`src/rtl/dac_sample_feeder.sv`:
```
// dac_sample_feeder
// Buffers host samples in a small FIFO and releases one to the DAC SPI
// controller on every sample tick, pulsing renew_o alongside the new data_o.
//
// Ports:
//   clk, rst            clock, asynchronous active-high reset
//   en                  streaming enable (registered onto dac_en_o)
//   period              sample period in clk cycles, clamped to MIN_PERIOD
//   wr_en, wr_data      host-side FIFO push
//   flush               empty the FIFO and restart the tick counter
//   clr_flags           clear the sticky underrun/overflow flags
//   full, empty, level  FIFO status
//   data_o, dac_en_o    controller data word and enable
//   renew_o             one-cycle pulse when data_o takes a new sample
//   underrun, overflow  sticky error flags
module dac_sample_feeder #(
    parameter int unsigned DATA_W     = 16,
    parameter int unsigned DEPTH_LOG2 = 4,
    parameter int unsigned PERIOD_W   = 16,
    parameter int unsigned MIN_PERIOD = 128
) (
    input  logic                  clk,
    input  logic                  rst,
    input  logic                  en,
    input  logic [PERIOD_W-1:0]   period,
    input  logic                  wr_en,
    input  logic [DATA_W-1:0]     wr_data,
    input  logic                  flush,
    input  logic                  clr_flags,
    output logic                  full,
    output logic                  empty,
    output logic [DEPTH_LOG2:0]   level,
    output logic [DATA_W-1:0]     data_o,
    output logic                  dac_en_o,
    output logic                  renew_o,
    output logic                  underrun,
    output logic                  overflow
);

    localparam int unsigned DEPTH = 1 << DEPTH_LOG2;
    localparam int unsigned LVL_W = DEPTH_LOG2 + 1;
    localparam logic [PERIOD_W-1:0] MIN_P     = PERIOD_W'(MIN_PERIOD);
    localparam logic [LVL_W-1:0]    DEPTH_LVL = LVL_W'(DEPTH);

    logic [DATA_W-1:0]     mem_q [DEPTH];
    logic [DEPTH_LOG2-1:0] wr_ptr_q, wr_ptr_d;
    logic [DEPTH_LOG2-1:0] rd_ptr_q, rd_ptr_d;
    logic [LVL_W-1:0]      level_q, level_d;
    logic                  full_q, full_d;
    logic                  empty_q, empty_d;
    logic [PERIOD_W-1:0]   cnt_q, cnt_d;
    logic [DATA_W-1:0]     data_q, data_d;
    logic                  renew_q, renew_d;
    logic                  dac_en_q, dac_en_d;
    logic                  underrun_q, underrun_d;
    logic                  overflow_q, overflow_d;

    logic [PERIOD_W-1:0]   eff_c;
    logic                  tick_c;
    logic                  push_c;
    logic                  pop_c;
    logic                  mem_we_c;

    // Next-state logic for FIFO, tick timer, output word and flags
    always_comb begin
        wr_ptr_d   = wr_ptr_q;
        rd_ptr_d   = rd_ptr_q;
        level_d    = level_q;
        cnt_d      = cnt_q;
        data_d     = data_q;
        renew_d    = 1'b0;
        dac_en_d   = en;
        underrun_d = underrun_q;
        overflow_d = overflow_q;
        mem_we_c   = 1'b0;

        eff_c  = (period < MIN_P) ? MIN_P : period;
        // >= lets a shrinking period wrap at once instead of counting to 2^PERIOD_W
        tick_c = en && (cnt_q >= (eff_c - PERIOD_W'(1)));
        // full/empty are start-of-cycle values: a same-cycle pop never makes room
        push_c = wr_en && !full_q;
        pop_c  = tick_c && !empty_q;

        if (flush) begin
            wr_ptr_d = '0;
            rd_ptr_d = '0;
            level_d  = '0;
            cnt_d    = '0;
        end else begin
            cnt_d = (!en || tick_c) ? '0 : cnt_q + PERIOD_W'(1);

            if (push_c) begin
                mem_we_c = 1'b1;
                wr_ptr_d = wr_ptr_q + DEPTH_LOG2'(1);
            end

            if (pop_c) begin
                rd_ptr_d = rd_ptr_q + DEPTH_LOG2'(1);
                data_d   = mem_q[rd_ptr_q];
                renew_d  = 1'b1;
            end

            if (push_c && !pop_c) begin
                level_d = level_q + LVL_W'(1);
            end else if (pop_c && !push_c) begin
                level_d = level_q - LVL_W'(1);
            end
        end

        // Set beats clear; flush neither sets nor clears the flags itself
        if (clr_flags) begin
            underrun_d = 1'b0;
            overflow_d = 1'b0;
        end
        if (!flush && tick_c && empty_q) begin
            underrun_d = 1'b1;
        end
        if (!flush && wr_en && full_q) begin
            overflow_d = 1'b1;
        end

        full_d  = (level_d == DEPTH_LVL);
        empty_d = (level_d == '0);
    end

    // Control and status registers
    always_ff @(posedge clk or posedge rst) begin
        if (rst) begin
            wr_ptr_q   <= '0;
            rd_ptr_q   <= '0;
            level_q    <= '0;
            full_q     <= 1'b0;
            empty_q    <= 1'b1;
            cnt_q      <= '0;
            data_q     <= '0;
            renew_q    <= 1'b0;
            dac_en_q   <= 1'b0;
            underrun_q <= 1'b0;
            overflow_q <= 1'b0;
        end else begin
            wr_ptr_q   <= wr_ptr_d;
            rd_ptr_q   <= rd_ptr_d;
            level_q    <= level_d;
            full_q     <= full_d;
            empty_q    <= empty_d;
            cnt_q      <= cnt_d;
            data_q     <= data_d;
            renew_q    <= renew_d;
            dac_en_q   <= dac_en_d;
            underrun_q <= underrun_d;
            overflow_q <= overflow_d;
        end
    end

    // Sample storage; contents are don't-care until written, so no reset
    always_ff @(posedge clk) begin
        if (mem_we_c) begin
            mem_q[wr_ptr_q] <= wr_data;
        end
    end

    assign full     = full_q;
    assign empty    = empty_q;
    assign level    = level_q;
    assign data_o   = data_q;
    assign dac_en_o = dac_en_q;
    assign renew_o  = renew_q;
    assign underrun = underrun_q;
    assign overflow = overflow_q;

endmodule

```
`config.mk`:
```
export PLATFORM = sky130hd
export DESIGN_NAME = dac_sample_feeder
export DESIGN_NICKNAME = d
export VERILOG_FILES = /design/src/rtl/dac_sample_feeder.sv
export SDC_FILE = /design/constraint.sdc
export NUM_CORES = 1
export LEC_CHECK = 0
export ABC_AREA = 0
export CAP_MARGIN = 10
export CELL_PAD_IN_SITES_DETAIL_PLACEMENT = 1
export CELL_PAD_IN_SITES_GLOBAL_PLACEMENT = 1
export CORE_MARGIN = 2
export CORE_UTILIZATION = 40
export DETAILED_ROUTE_END_ITERATION = 7
export PLACE_DENSITY_LB_ADDON = 0.12
export SLEW_MARGIN = 20
export SYNTH_ARGS = -nofsm -noshare
export SYNTH_HDL_FRONTEND = slang
export SYNTH_SLANG_ARGS = --single-unit
```
`constraint.sdc`:
```
create_clock -name clk -period 7 [get_ports clk]
set_input_delay 1.4 -clock clk [delete_from_list [all_inputs] [get_ports clk]]
set_output_delay 1.4 -clock clk [all_outputs]
set_load 0.01 [all_outputs]
```
==> impl_metrics.tcl <==
set metrics [dict create \
    outcome "finished, final reports clean" \
    fp.dieH_um 181.8 \
    arrival_ps 6850 \
    post_cts_buffers 0 \
    ys_seq_area_share_pct 70.88 \
    synthDistinctLibCells 46 \
    syn_to_final_growth_pct 18.56 \
    initial_core_util_pct 40.39 \
    grt_setup_unrepaired "no" \
    grt_max_degree 68 \
    relSlewSlack_pct 32.24 \
    report.final.setup_viol 0 \
    hold_viol_final 0 \
    slowest_delay_ps 590 \
    crit_type "in -> reg" \
    finalNetCount 832 \
    dp_hpwl_um 16440 \
    hold_buffers 0 \
    period_share_pct 91.56 \
    async_flop_share_pct 16.61 \
    fin_crit_ps 6409 \
    drt_wl_total_um 28550 \
    leakage_nw 5.010 \
    powerDensity_nw_per_um2 258.6 \
    avgSynthCellArea_um2 18.79 \
    antenna_found_initial 0 \
    yosysWarnings 0 \
    grt_first_pass_wirelength_um 43640 \
    path_max_fanout 6 \
    antenna_cells 0 \
    die_area_um2 33060 \
    worst_slew_pin_slew_ps 1016 \
    maxCapViolations 0 \
    finalSetupTns_ps 0 \
    num_rows 65 \
    crit_family "simple AND/OR/NAND/NOR gates" \
    start_kind "input port" \
    clockBufferDepth 3 \
    numPortBuffers 64 \
    final_cell_mix "edfxtp_1 (256), mux4_2 (80), clkdlybuf4s50_1 (64)" \
    hold_class "reg -> reg" \
    tritoncts "yes" \
    cts_made_buffers 35 \
    die_w_um 181.8 \
    cts_sinks 307 \
    first_pass_iters 4 \
    final_max_slew_viol_count 0 \
    vdd_drop_max_mv 0.1881 \
    netlist_instances 673 \
    drtAntennaViolNets 0 \
    timing.rr.start "rd_ptr_q[0]" \
    ys_ff_latch 307 \
    hold_start "overflow" \
    max_freq_ghz 0.1560 \
    cp_data_required_time_ps 7440 \
    grt_usage_pct 17.79 \
    synthesis.area_um2 12650 \
    grt_pass1_vias 7096 \
    coreArea_um2 31310 \
    wl_per_cell_um 23.85 \
    finalClockSkew_ps 12.53 \
    end_kind "flip-flop" \
    root_buffer "clkbuf_16" \
    crit_buf_inv 3 \
    place.gp.congestion 0.7745 \
    vias_per_cell 5.386 \
    ys.flop_type "edfxtp_1" \
    crit_slowest_cell "or4_4" \
    drive_gt1_share_pct 23.52 \
    drc 0 \
    path_cells "clkdlybuf4s50_1, or4_4, nor4_1, inv_1, or3_1, nand2_1, ha_1, nand2_1, or4_1, nor4_1, xnor2_1, ha_1, nand4_1, nor3_1, a211oi_1, a21oi_2, buf_4, mux2i_1, a31o_2, o211ai_1, nor2_1" \
    final_common_cell "edfxtp_1" \
    power_mw 3.878 \
    boundaryPins 65 \
    whs_path_depth 1 \
    htree_levels 2 \
    reg2reg_slack_ps 3930 \
    fillCellCount 2884 \
    r2r.worst_path.cells 4 \
    whs_endpoint "overflow" \
    drt_iter0_markers 447 \
    fin_util_pct 47.89 \
    holdWs_ps 502.1 \
    syn_nets 736 \
    cts_resized 0 \
    dr_total_vias 6447 \
    clk_pin_slew_ps 50 \
    r2r_end "data_o[15]" \
    grt-ovfl-total 0 \
    synth_edf_count 256 \
    clk_latency_ps 510 \
]
[routing by layer]
layer	track usage, %	part of all wire (%)
met2	29.52	50
met4	5.236	1.7
met1	24.39	43
met5	0	0
met3	2.888	5.8
[cell usage after synthesis, types with 2 or more instances]
| library cell | number | area (um2) |
|---|---|---|
| a21oi_1 | 8 | 40.04 |
| a32o_1 | 2 | 20.02 |
| and2_1 | 4 | 25.02 |
| and3_1 | 4 | 25.02 |
| buf_1 | 4 | 15.01 |
| buf_2 | 8 | 40.04 |
| buf_4 | 3 | 22.52 |
| clkbuf_1 | 12 | 45.04 |
| dfrtp_1 | 50 | 1251 |
| edfxtp_1 | 256 | 7687 |
| ha_1 | 25 | 312.8 |
| inv_1 | 14 | 52.55 |
| mux2_2 | 17 | 191.4 |
| mux2i_1 | 5 | 50.05 |
| mux4_2 | 80 | 1802 |
| nand2_1 | 30 | 112.6 |
| nand2b_1 | 4 | 25.02 |
| nand3_1 | 8 | 40.04 |
| nand4_1 | 9 | 56.30 |
| nor2_1 | 50 | 187.7 |
| nor2b_1 | 3 | 18.77 |
| nor3_1 | 10 | 50.05 |
| nor4_1 | 2 | 12.51 |
| o21ai_0 | 8 | 40.04 |
| or3_1 | 2 | 12.51 |
| or4_1 | 3 | 22.52 |
| xnor2_1 | 19 | 166.4 |
| xor2_1 | 15 | 131.4 |
[through the flow]
step | area, um2 | cells | setup slack, ps
after detailed placement | 13870 | 1134 | 54.94
final | 14990 | 1197 | 590.6
after floorplan | 12650 | 673 | 1159
after global placement | 13870 | 1134 | 297.0
after global routing | 14990 | 1197 | 27.15
after CTS | 14970 | 1197 | 559.5
[flip-flops by register name (all words and copies together), names as in the netlist]
name,count
full,1
rd_ptr_q,4
renew_o,1
data_o,16
underrun,1
level,5
wr_ptr_q,4
mem_q,256
empty,1
overflow,1
cnt_q,16
dac_en_o,1
[kinds of logic after synthesis]
logic type / Yosys count / synth area share, %
simple gates: 135 / 5.134
fa+ha+maj: 25 / 2.473
compound gates: 27 / 1.405
xor+xnor: 34 / 2.355
mux: 103 / 16.27
flops: 307 / 70.88
buf+inv: 42 / 1.474
[area by class of cell]
cell class	count	area [um2]	share of cell area (%)
inverters	14	52.55	0.3505
multi-input cells	324	3541	23.61
repair buffers	87	825.8	5.507
clock buffers	45	954.7	6.367
well taps	402	503.0	3.354
clock inverters	18	146.4	0.9763
flip-flops and latches	307	8971	59.83
[worst reg2reg max path, stage by stage (launching register included)]
cell,delay (ps)
dfrtp_4,840
buf_4,730
mux4_2,650
mux4_2,470
mux2_2,270
[report_power, final]
part / internal [mW] / switching, mW / total [mW]
clock network: 1.04 / 0.707 / 1.75
registers: 2.00 / 0.00817 / 2.01
logic: 0.0537 / 0.0720 / 0.126
[how the worst max path moves through the flow]
| stage | slack [ps] | end | depth (start not counted) | from |
|---|---|---|---|---|
| after detailed placement | 50 | empty | 21 | period[8] |
| after global placement | 300 | empty | 21 | period[10] |
| final | 590 | empty | 21 | period[10] |
| after floorplan | 1160 | full | 21 | period[10] |
| after CTS | 560 | empty | 21 | period[8] |
| after global routing | 30 | empty | 21 | period[8] |
No activity file was read; power rests on OpenSTA's default activity.
